### config.mk
export PLATFORM = sky130hd
export DESIGN_NAME = framebuffer_write_queue
export DESIGN_NICKNAME = d
export VERILOG_FILES = /design/src/rtl/framebuffer_write_queue.sv
export SDC_FILE = /design/constraint.sdc
export NUM_CORES = 1
export LEC_CHECK = 0
export ABC_AREA = 1
export CAP_MARGIN = 20
export CORE_MARGIN = 2
export CORE_UTILIZATION = 45
export CTS_BUF_LIST = sky130_fd_sc_hd__clkbuf_4
export DETAILED_ROUTE_END_ITERATION = 6
export GPL_ROUTABILITY_DRIVEN = 0
export PLACE_DENSITY_LB_ADDON = 0.05
export REMOVE_ABC_BUFFERS = 1
export SETUP_SLACK_MARGIN = 0.5
export SLEW_MARGIN = 20
export SYNTH_ARGS = -nofsm -noshare
export SYNTH_HDL_FRONTEND = slang
export SYNTH_SLANG_ARGS = --single-unit
### constraint.sdc
create_clock -name clk -period 9 [get_ports clk]
set_clock_uncertainty 0.1 [all_clocks]
set_input_delay 1.35 -clock clk [delete_from_list [all_inputs] [get_ports clk]]
set_output_delay 1.35 -clock clk [all_outputs]
set_load 0.01 [all_outputs]
### src/rtl/framebuffer_write_queue.sv
// Pixel write queue that serializes video_generator writes onto a single-port framebuffer RAM,
// giving scanout reads strict priority. Define FB_WRQ_CLEAR_EN to compile in the full-frame clear engine.
module framebuffer_write_queue #(
  parameter int FRAMEBUFFER_DATA_BITS = 16,
  parameter int FRAMEBUFFER_SIZE      = 10000,
  parameter int FRAMEBUFFER_ADDR_BITS = $clog2(FRAMEBUFFER_SIZE),
  parameter int FIFO_DEPTH            = 16
) (
  input  logic                             clk,
  input  logic                             rst,
  input  logic                             in_wr_en,
  input  logic [FRAMEBUFFER_ADDR_BITS-1:0] in_wr_addr,
  input  logic [FRAMEBUFFER_DATA_BITS-1:0] in_wr_data,
  input  logic                             scan_rd_req,
  input  logic [FRAMEBUFFER_ADDR_BITS-1:0] scan_rd_addr,
  output logic                             scan_rd_valid,
  output logic [FRAMEBUFFER_DATA_BITS-1:0] scan_rd_data,
  output logic                             ram_en,
  output logic                             ram_we,
  output logic [FRAMEBUFFER_ADDR_BITS-1:0] ram_addr,
  output logic [FRAMEBUFFER_DATA_BITS-1:0] ram_wr_data,
  input  logic [FRAMEBUFFER_DATA_BITS-1:0] ram_rd_data,
  output logic [$clog2(FIFO_DEPTH):0]      fifo_count,
  output logic                             overflow,
`ifdef FB_WRQ_CLEAR_EN
  input  logic                             clear_start,
  input  logic [FRAMEBUFFER_DATA_BITS-1:0] clear_color,
  output logic                             clear_busy,
  output logic                             clear_done,
`endif
  output logic [1:0]                       dbg_state
);

  localparam int DW = FRAMEBUFFER_DATA_BITS;
  localparam int AW = FRAMEBUFFER_ADDR_BITS;
  localparam int PW = $clog2(FIFO_DEPTH);
  localparam int CW = PW + 1;
  localparam logic [AW:0]   SIZE_W  = FRAMEBUFFER_SIZE[AW:0];
  localparam logic [CW-1:0] DEPTH_W = FIFO_DEPTH[CW-1:0];

  typedef enum logic [1:0] {
    S_IDLE  = 2'd0,
    S_DRAIN = 2'd1
`ifdef FB_WRQ_CLEAR_EN
    ,S_CLEAR = 2'd2
`endif
  } state_t;

  state_t state_q, state_d;

  logic [AW-1:0] fifo_addr [FIFO_DEPTH];
  logic [DW-1:0] fifo_data [FIFO_DEPTH];
  logic [PW-1:0] rd_ptr, wr_ptr;
  logic [CW-1:0] count_d;

  logic in_range, push_req, push, pop, drop, full, in_clear;

`ifdef FB_WRQ_CLEAR_EN
  localparam int LAST_INT = FRAMEBUFFER_SIZE - 1;
  localparam logic [AW-1:0] LAST_ADDR = LAST_INT[AW-1:0];
  logic [AW-1:0] clear_cnt;
  logic [DW-1:0] clear_color_q;
  logic          clear_done_q;
  logic          grant_clear, clear_last;
  assign in_clear    = (state_q == S_CLEAR);
  assign grant_clear = !scan_rd_req && in_clear;
  assign clear_last  = grant_clear && (clear_cnt == LAST_ADDR);
  assign clear_busy  = in_clear;
  assign clear_done  = clear_done_q;
`else
  assign in_clear = 1'b0;
`endif

  // Scanout reads always win; FIFO pops yield to both scanout and an active clear.
  assign pop      = !scan_rd_req && !in_clear && (fifo_count != '0);
  assign in_range = ({1'b0, in_wr_addr} < SIZE_W);
  assign push_req = in_wr_en && in_range;
  assign full     = (fifo_count == DEPTH_W);
  assign push     = push_req && (!full || pop);
  assign drop     = push_req && !push;
  assign count_d  = fifo_count + CW'(push) - CW'(pop);

  assign scan_rd_data = ram_rd_data;
  assign dbg_state    = state_q;

  always_comb begin
    ram_en      = 1'b0;
    ram_we      = 1'b0;
    ram_addr    = '0;
    ram_wr_data = '0;
    if (!rst) begin
      if (scan_rd_req) begin
        ram_en   = 1'b1;
        ram_addr = scan_rd_addr;
      end
`ifdef FB_WRQ_CLEAR_EN
      else if (grant_clear) begin
        ram_en      = 1'b1;
        ram_we      = 1'b1;
        ram_addr    = clear_cnt;
        ram_wr_data = clear_color_q;
      end
`endif
      else if (pop) begin
        ram_en      = 1'b1;
        ram_we      = 1'b1;
        ram_addr    = fifo_addr[rd_ptr];
        ram_wr_data = fifo_data[rd_ptr];
      end
    end
  end

  always_comb begin
    state_d = state_q;
    unique case (state_q)
`ifdef FB_WRQ_CLEAR_EN
      S_CLEAR: begin
        if (clear_last) state_d = (count_d != '0) ? S_DRAIN : S_IDLE;
      end
`endif
      default: begin
`ifdef FB_WRQ_CLEAR_EN
        if (clear_start) state_d = S_CLEAR;
        else
`endif
        state_d = (count_d != '0) ? S_DRAIN : S_IDLE;
      end
    endcase
  end

  // Storage has no reset; validity is tracked entirely by the pointers and count.
  always_ff @(posedge clk) begin
    if (push) begin
      fifo_addr[wr_ptr] <= in_wr_addr;
      fifo_data[wr_ptr] <= in_wr_data;
    end
  end

  always_ff @(posedge clk) begin
    if (rst) begin
      state_q       <= S_IDLE;
      rd_ptr        <= '0;
      wr_ptr        <= '0;
      fifo_count    <= '0;
      overflow      <= 1'b0;
      scan_rd_valid <= 1'b0;
    end else begin
      state_q       <= state_d;
      fifo_count    <= count_d;
      scan_rd_valid <= scan_rd_req;
      if (push) wr_ptr <= wr_ptr + 1'b1;
      if (pop)  rd_ptr <= rd_ptr + 1'b1;
      if (drop) overflow <= 1'b1;
    end
  end

`ifdef FB_WRQ_CLEAR_EN
  always_ff @(posedge clk) begin
    if (rst) begin
      clear_cnt     <= '0;
      clear_color_q <= '0;
      clear_done_q  <= 1'b0;
    end else begin
      clear_done_q <= clear_last;
      if (!in_clear && clear_start) begin
        clear_cnt     <= '0;
        clear_color_q <= clear_color;
      end else if (grant_clear) begin
        clear_cnt <= clear_cnt + 1'b1;
      end
    end
  end
`endif

endmodule

# --- After elaboration in Yosys (flattened, before gate mapping) ---
# Memories as Yosys holds them, arrays and structs flattened. A register that Yosys moved wholly into a read port is not among the register bits.
# Cells that the tools add are included.
word_totals:
  reg_bits: 17
  mem_bits_rw: 480
  input_bits: 64
  output_inout_bits: 57
  memories: 2
memory_table:
  columns: ["name", "words", "word_bits", "read_ports", "rd_ports_with_merged_regs", "wr", "line_no", "rtl"]
  rows:
  - ["fifo_data", 16, 16, 1, 1, 1, "52", "logic [DW-1:0] fifo_data [FIFO_DEPTH];"]
  - ["fifo_addr", 16, 14, 1, 1, 1, "51", "logic [AW-1:0] fifo_addr [FIFO_DEPTH];"]
classes:
  n_addsub: 4
  magnitude_cmp: 1
  eq_ne: 1
  mux: 18
  reduce_logical: 10
ops:
  columns: ["cell", "count"]
  rows:
  - ["$mux W16", 3]
  - ["$mux W14", 3]
  - ["$mux W4", 4]
  - ["$lt A14 B14 Y1 const B", 1]
  - ["$reduce_bool A5 Y1", 2]
  - ["$add A4 B1 Y4 const B", 2]
  - ["$mux W1", 8]
  - ["$add A5 B1 Y5", 1]
  - ["$eq A5 B5 Y1 const B", 1]
  - ["$sub A5 B1 Y5", 1]
  - ["$logic_and A1 B1 Y1", 4]
  - ["$logic_not A1 Y1", 3]
  - ["$logic_or A1 B1 Y1", 1]

# --- Logic depth before layout (Yosys ltp) ---
depth:
  word_depth: 8
  ltp_mapped: 16
  mapped_depth_nobuf: 16

# --- Worst setup path after synthesis ---
# OpenSTA, ideal clock, no wires.
synth_timing:
  path_kind: "input -> register"
  from: "input in_wr_addr[12]"
  to: "memory fifo_addr[3][0] in the netlist's numbering (enable)"
  setup_ns: 0.455
  arrival_ns: 4.077
  required_time_ns: 8.445
  path_slack_ns: 4.369
  path_stages: 5
  n_path_buf: 0
  path_cell_list: "o21ai_0 > nand2_1 > nor2_1 > nand3_2 > nor3_1"
synth_via:
  elab_chain_len: 5
synth_rtl:
  columns: ["element", "line_no", "rtl"]
  rows:
  - ["from (decl)", "12", "input logic [FRAMEBUFFER_ADDR_BITS-1:0] in_wr_addr,"]
  - ["$lt A14 B14 Y1", "76", "assign in_range = ({1'b0, in_wr_addr} < SIZE_W);"]
  - ["$logic_and A1 B1 Y1", "77", "assign push_req = in_wr_en && in_range;"]
  - ["$logic_and A1 B1 Y1", "79", "assign push = push_req && (!full || pop);"]
  - ["$mux W1", "133", "if (push) begin"]
  - ["$mux W1 (not written as such)", "134", "fifo_addr[wr_ptr] <= in_wr_addr;"]
  - ["to (decl)", "51", null]
# Every way passes these cells.

==> run metrics <==
commonest cells after routing, fill and taps aside nand2_1 (561), edfxtp_1 (480), nand3_1 (213), nor2_1 (213), clkbuf_4 (202); Critical Path Sink Type output port; I/O pin count ~120; vias per cell roughly 5.1; Power Density roughly 240 nW/um^2; Synth cell types 29; crit share post-route between 60% and 70%; Routed WL between 50000 and 60000 um; EDFF count, synth 480; #FFs+latches synth 500; layout cells sized above 1 12.2%; highest clock rate ~170 MHz; Detail Placement HPWL around 28000 um; Placed Area 22500 sq um; Sw Ratio between 30% and 40%; Synth Instances ~2000; Worst EP required around 7.6 ns; Clock Power Share between 30 and 40%; setup TNS 0 ns; CTS tree built; global-route usage over all layers 22.9%; worst hold path type reg2reg; Slew headroom ~28%; top area cells in the synthesized netlist edfxtp_1 (68%), nand2_1 (10%), nand3_1 (5.0%); crit path launch type flip-flop; DRC 0; class of the most critical setup path reg2out; vias in the first global route ~14000; Die Y-Extent approximately 220 um; Die X between 200 and 250 um; register area share after synthesis 70.1%; Core ar. 46500 sq um; CP Data Arrival Time ~4.4 ns; worst vdd ir about 0.10 mV; RSZ-0062 raised after global routing false; CTS Sinks 500; Final Instance Area between 20000 and 25000 sq um; clk_lat worst skew between 0.9 and 1 ns; Port-buffer cells 87; slew at the pin with the worst max-slew slack about 1.1 ns; Reg power frac between 40% and 50%; die area 48700 sq um; post-cts resize count 0; P_sw around 1.8 mW; Final Max Tran Viols 0; MaxCap Viol Count 0; antenna violations before repair 2; Clock transition at path regs ~0.06 ns; largest net degree at the start of global routing 92; first-pass GRT wire length between 80000 and 90000 um; cell accounting for the most synthesized area edfxtp_1; ys flop type edfxtp_1; outcome finished clean; Post-DRT Antenna Nets 0; synthesis-to-finish area growth 14.7%; Vias ~14000; YS warnings 0; final setup fails 0; CTS Hold Bufs 0; Lkg Pwr ~9.4 nW; crit path max fanout 82; 1st-iter DRT viols 1063; Clock Tree Buf Depth 3; initial core utilization between 40% and 50%; Yosys top cell area share 68.2%; Final Net Count 2166; CTS root buf clkbuf_4; number of fillers in the final layout ~4200; Pint between 4 and 5 mW; DR WL/cell 19.2 um; Mapped Area 21100 sq um; logic gate share of total power 20.6%; Syn Area/Cell about 11 sq um; Overflow after GRT 0; CTS buffer count ~140; row cnt 79; crit path time final a little under 6 ns; DR pass1 iterations 5; ys async rst share 0%; commonest non-fill, non-tap cell in the layout nand2_1; post-CTS setup buffer count 0; htree depth 4; final hold violations 0
[final cells by class]
cell class,count,area [sq um],area share (%)
repair buffers,115,1150,4.73
diodes,9,22.5,0.0929
clock buffers,202,1520,6.25
clock inverters,26,178,0.733
well taps,607,759,3.13
multi-input cells,1174,5180,21.3
flip-flops and latches,500,14800,61.1
inverters,165,627,2.58
[cell usage after synthesis, types with 4 or more instances]
master    count
a21oi_1      26
nand2_1     561
o21ai_0      69
dfxtp_1      20
inv_1       162
ha_1         10
buf_1        10
clkbuf_1     39
o21ai_1      29
nor3_1        4
buf_4        23
nand3_1     213
nand4_1       4
o211ai_1     18
nor2_1      229
buf_2        41
buf_6         8
edfxtp_1    480
[layer usage]
metal | vias up | routed length [um] | GRT usage, %
li1 | 6907 | - | -
met1 | 6814 | 24000 | 29.5
met2 | 385 | 25800 | 37.4
met3 | 80 | 2730 | 5.48
met4 | 0 | 1210 | 9.31
met5 | - | 0 | 0
[critical path, stage by stage (launching register included)]
cell	delay, ns
dfxtp_4	0.61
inv_6	0.62
buf_4	0.82
nor2_1	0.14
nor2_1	0.17
o21ai_1	0.09
nand3_1	0.12
a21oi_1	0.10
nor2_1	0.14
clkdlybuf4s50_1	0.54
[worst paths after layout]
path | cells past startpoint | end | start | slack [ns]
setup / recovery | 9 | ram_wr_data[4] | flip-flop | 3.16
hold / removal | 2 | overflow$_SDFFE_PP0P_ | overflow$_SDFFE_PP0P_ | 0.35
setup reg to reg | 10 | fifo_addr[6][9]$_DFFE_PP_ | fifo_count[2]$_SDFF_PP0_ | 5.82
hold reg to reg | 2 | overflow$_SDFFE_PP0P_ | overflow$_SDFFE_PP0P_ | 0.35
[stage by stage]
stage	instances	hold WS (ns)	power [mW]	setup WS [ns]	util, %
global placement	2557	0.345	3.95	3.81	48.3
floorplan	1839	0.359	3.54	-1.22	-
CTS	2789	0.357	5.98	3.03	52.2
global route	2798	0.397	6.26	2.79	52.2
finish	2798	0.351	5.91	3.16	52.2
detailed placement	2561	0.348	3.96	3.75	48.5
[power groups by stage]
stage	clock network, mW	logic, mW	registers (mW)
after floorplan	0	0.778	2.77
after global placement	0	1.22	2.73
after detailed placement	0	1.23	2.73
after CTS	2.07	1.23	2.68
after global routing	2.19	1.38	2.69
final	2.01	1.22	2.68
[sequential cells by signal, summed over array words and instances, names as in the netlist, named ones only]
signal         cells
fifo_addr        224
rd_ptr             4
dbg_state          1
wr_ptr             4
fifo_count         5
overflow           1
scan_rd_valid      1
fifo_data        256
[logic make-up (layout without fill, tap and decap cells)]
logic type | count (synthesis) | count (layout) | synth area share (%)
AOI/OAI and AO/OA | 143 | 143 | 3.60
xor gates and xnor gates | 4 | 4 | 0.166
adders and majority gates | 11 | 11 | 0.687
buffers and inverters | 286 | 508 | 6.01
DFF | 500 | 500 | 70.1
other | 1 | 10 | 0.0177
and+or+nand+nor | 1015 | 1015 | 19.4
Note: power is estimated with default switching activity, not from simulation.
